<file path="config.mk">
export PLATFORM = sky130hd
export DESIGN_NAME = toggle_counter
export DESIGN_NICKNAME = d
export VERILOG_FILES = /design/src/rtl/toggle_counter.sv
export SDC_FILE = /design/constraint.sdc
export NUM_CORES = 1
export LEC_CHECK = 0
export BUFFER_PORTS_ARGS = -buffer_cell sky130_fd_sc_hd__buf_2
export CAP_MARGIN = 20
export CORE_MARGIN = 5
export CORE_UTILIZATION = 45
export CTS_CLUSTER_DIAMETER = 80
export CTS_CLUSTER_SIZE = 10
export DETAILED_ROUTE_END_ITERATION = 16
export GPL_TIMING_DRIVEN = 0
export PLACE_DENSITY = 0.74
export SLEW_MARGIN = 20
export SYNTH_ARGS = -nofsm -noshare
export SYNTH_HDL_FRONTEND = slang
export SYNTH_SLANG_ARGS = --single-unit
</file>
<file path="constraint.sdc">
create_clock -name clk -period 2.41 [get_ports clk]
set_input_delay 0.1205 -clock clk [delete_from_list [all_inputs] [get_ports clk]]
set_output_delay 0.1205 -clock clk [all_outputs]
set_load 0.05 [all_outputs]
</file>
<file path="src/rtl/toggle_counter.sv">
// Multi-mode register: per-bit toggle, up/down count, or load, all clamped to 0..MODULUS-1.
// Outputs are registered: q, a one-cycle terminal-count pulse tc, and a sticky overflow flag ovf.
module toggle_counter #(
  parameter int unsigned     WIDTH   = 8,
  parameter longint unsigned MODULUS = 256,
  parameter bit              WRAP    = 1'b1
) (
  input  logic             clk,
  input  logic             rst,
  input  logic             en,
  input  logic [1:0]       mode,
  input  logic [WIDTH-1:0] t_mask,
  input  logic [WIDTH-1:0] load_val,
  input  logic             clr_ovf,
  output logic [WIDTH-1:0] q,
  output logic             tc,
  output logic             ovf
);

  typedef enum logic [1:0] {
    ModeToggle = 2'b00,
    ModeUp     = 2'b01,
    ModeDown   = 2'b10,
    ModeLoad   = 2'b11
  } mode_e;

  localparam logic [WIDTH-1:0] MaxVal = WIDTH'(MODULUS - 1);

  logic [WIDTH-1:0] q_d;
  logic [WIDTH-1:0] toggled;
  logic             tc_d;
  logic             ovf_set;
  logic             ovf_d;

  always_comb begin
    q_d     = q;
    tc_d    = 1'b0;
    ovf_set = 1'b0;
    toggled = q ^ t_mask;
    if (en) begin
      unique case (mode_e'(mode))
        ModeToggle: begin
          // Range check is done in 64 bits so MODULUS == 2**WIDTH never truncates.
          if (64'(toggled) >= MODULUS) begin
            q_d     = MaxVal;
            ovf_set = 1'b1;
          end else begin
            q_d = toggled;
          end
        end
        ModeUp: begin
          if (q == MaxVal) begin
            q_d     = WRAP ? '0 : q;
            tc_d    = 1'b1;
            ovf_set = 1'b1;
          end else begin
            q_d = q + WIDTH'(1);
          end
        end
        ModeDown: begin
          if (q == '0) begin
            q_d     = WRAP ? MaxVal : '0;
            tc_d    = 1'b1;
            ovf_set = 1'b1;
          end else begin
            q_d = q - WIDTH'(1);
          end
        end
        ModeLoad: begin
          if (64'(load_val) >= MODULUS) begin
            q_d     = MaxVal;
            ovf_set = 1'b1;
          end else begin
            q_d = load_val;
          end
        end
        default: q_d = q;
      endcase
    end
    // A set event on the same edge as a clear leaves the flag set.
    ovf_d = ovf_set | (ovf & ~clr_ovf);
  end

  always_ff @(posedge clk or negedge rst) begin
    if (!rst) begin
      q   <= '0;
      tc  <= 1'b0;
      ovf <= 1'b0;
    end else begin
      q   <= q_d;
      tc  <= tc_d;
      ovf <= ovf_d;
    end
  end

endmodule

</file>
==> summary.md <==
| Metric | Value |
|---|---|
| ANT cells | 0 |
| Die Span Y | between 50 and 60 um |
| Post-Syn Area | approximately 1000 um^2 |
| DR vias | 1193 |
| Outcome | finished, final reports clean |
| Comb power frac | 59.5% |
| Crit path largest cell delay | 0.50 ns |
| Wire length per cell | 15.9 um |
| Slew HR | a little over two thirds |
| Period utilization | 81.0% |
| Power Density | 831 nW/um^2 |
| Row cnt | 17 |
| Met3 Use GR | 2.45% |
| CTS Sinks | 10 |
| YS warnings | 0 |
| Post-CTS setup buffer count | 0 |
| CP Data Required Time | 2.60 ns |
| Seq cells post-synth | 10 |
| Max IR drop VDD | 443 uV |
| Net Sw Power | 539 uW |
| Global route hottest layer | met2 |
| Routability cong. | 0.930 |
| Hold Path Class | in2reg |
| Detailed placement HPWL | 2360 um |
| Synth area leaders | dfrtp_1, ha_1, o21ai_0 |
| Via-to-Cell Ratio | 6.06 |
| Dpl ws | 0.508 ns |
| Iteration-0 DRC Markers | 39 |
| Layout net count | 199 |
| Netlist cell types | 38 |
| Clock share of power | 15.2% |
| Share of layout cells above drive strength 1 | 24.3% |
| Clock Skews | 0.00626 ns |
| First-pass GRT wire length | 5010 um |
| Internal Pwr Total | around 510 uW |
| Total buffers and inverters traversed by the critical path | 1 |
| Unrepaired setup endpoints after global routing | no |
| Root Buffer | clkbuf_4 |
| CP max stage cell | or4_4 |
| H-Tree Depth | 1 |
| Avg Cell Area, Syn | approximately 7.7 um^2 |
| Antenna violations before repair | 0 |
| IO Port Bufs | 30 |
| GRT met1 Usage | 23.2% |
| Clock Path Buffers | 2 |
| Yosys top cell area share | 24.3% |
| Worst-Margin Slew | between 0.4 and 0.5 ns |
| Setup ws final | approximately 0.46 ns |
| Most frequent cells in the layout | buf_2, nand2_1, o21ai_0 |
| Leading cell type in the layout, fill and taps excluded | buf_2 |
| Initial Util | 47.0% |
| DRC viols | 0 |
| Synth-to-layout area growth | 22.5% |
| Final WL | 3120 um |
| Kind of critical path | reg2reg |
| CTS tree | yes |
| CTS clk-pin slew, worst paths | about 0.080 ns |
| Final Setup Violations | 0 |
| Synthesized instance count | ~130 |
| Total congestion overflow | 0 |
| CTS Buf Count | 3 |
| Top delay family on crit path | simple AND/OR/NAND/NOR gates |
| Switching Fraction | 51.4% |
| TritonRoute pass-1 iters | 4 |
| Number of global-route vias before repair | 1123 |
| GRT met2 Usage | between 30 and 40% |
| Die Wd | 57.8 um |
| Max frequency | 512 MHz |
| Sequential power share | between 20% and 30% |
| Crit path launch type | flop |
| Seq/Total Area, Yosys | 24.3% |
| Final Max Slew Viols | 0 |
| I/O Pins | 32 |
| Leak Pwr | about 0.53 nW |
| Worst Path Arrival | between 2 and 2.5 ns |
| Critical Path End Type | flop |
| Final Hold Viols | 0 |
| Synthesized net count | 163 |
| Worst skew pair latency | ~0.27 ns |
| R2R setup slack | 0.46 ns |
| Max-cap violations | 0 |
| Core area | 2190 um^2 |
| Total Die Area | 3340 um^2 |
| All-layer global routing usage | between 10% and 20% |
| Setup_tns | 0 ns |
| Synth area leader | dfrtp_1 |
| Min Tclk post-route | 1.95 ns |
| Crit-path cells | clkbuf_1 > or4_4 > nor4_4 > nor2_2 > a221oi_2 |
| Crit Path Max Fanout | 10 |
| Final ANT Viol Nets | 0 |
| Largest net degree at the start of global routing | 11 |
[kinds of logic after synthesis]
family / count (synthesis) / synth area share [%]
adder cells (fa/ha/maj): 7 / 8.51
AND/OR/NAND/NOR: 45 / 23.7
multiplexers: 1 / 0.972
flip-flops: 10 / 24.3
XOR/XNOR: 3 / 2.55
AO/OA/AOI/OAI: 50 / 32.6
buffers and inverters: 18 / 7.41
[synth_stat cells (all sizes together)]
cell type  count
nand2         16
o21ai         13
dfrtp         10
nand3          9
a21oi          8
clkbuf         8
inv            8
ha             7
o21a           7
a31oi          5
nor2           4
nor3           4
nand2b         3
nor4           3
xnor2          3
a211oi         2
a21boi         2
a221oi         2
a41oi          2
buf            2
nor3b          2
o2bb2ai        2
or4            2
a211o          1
a222oi         1
a22oi          1
and4           1
mux2i          1
nand4          1
o211ai         1
o21ba          1
o22ai          1
o31ai          1
[layer usage]
metal	vias up	share of wire [%]
met5	-	0
met4	0	2.2
met3	8	8.4
met2	46	51
met1	575	39
li1	564	-
[registers in the layout, indices dropped and copies added, names as in the netlist]
name  flops
q         8
ovf       1
tc        1
[timing repair]
action / 4_1_cts / 5_1_grt
endpoints found under the hold margin: 10 / 0
gates resized for setup: 0 / 0
hold buffers: 1 / 0
[cell type report]
| class | instances | area [um^2] |
|---|---|---|
| fillers | 228 | 930 |
| multi-input cells | 106 | 703 |
| flip-flops and latches | 10 | 250 |
| repair buffers | 31 | 160 |
| plain buffers | 10 | 46.3 |
| clock buffers | 4 | 36.3 |
| well taps | 28 | 35.0 |
| inverters | 8 | 30.0 |
[power by group through the flow]
stage	clock, mW	combinational [mW]	sequential [mW]
after CTS	0.162	0.620	0.265
after floorplan	0	0.335	0.398
final	0.159	0.624	0.265
after detailed placement	0	0.617	0.267
after global placement	0	0.601	0.266
after global routing	0.171	0.668	0.274
[stage by stage]
| stage | power, mW | area [um^2] | hold slack, ns | cells | util [%] |
|---|---|---|---|---|---|
| after floorplan | 0.733 | 1030 | -0.175 | 134 | - |
| after global placement | 0.867 | 1210 | -0.000292 | 192 | 55.5 |
| after detailed placement | 0.884 | 1210 | 0.00545 | 192 | 55.5 |
| after CTS | 1.05 | 1260 | 0.0307 | 197 | 57.6 |
| after global routing | 1.11 | 1260 | 0.0385 | 197 | 57.6 |
| final | 1.05 | 1260 | 0.0316 | 197 | 57.6 |
[worst paths after layout]
check                           cells past startpoint                to              from
worst max-delay path                                5  q[4]$_DFFE_PN0P_  q[5]$_DFFE_PN0P_
worst min-delay path                                2     ovf$_DFF_PN0_           clr_ovf
worst max register to register                      5  q[4]$_DFFE_PN0P_  q[5]$_DFFE_PN0P_
worst min register to register                      2     ovf$_DFF_PN0_     ovf$_DFF_PN0_
max in group asynchronous                           2  q[1]$_DFFE_PN0P_               rst
min in group asynchronous                           2  q[4]$_DFFE_PN0P_               rst
[worst register-to-register path, stage by stage, from the launching register on]
cell      delay, ns
dfrtp_1        0.38
clkbuf_1       0.22
or4_4          0.50
nor4_4         0.34
nor2_2         0.16
a221oi_2       0.26
Power figures use the tool's default switching activity.
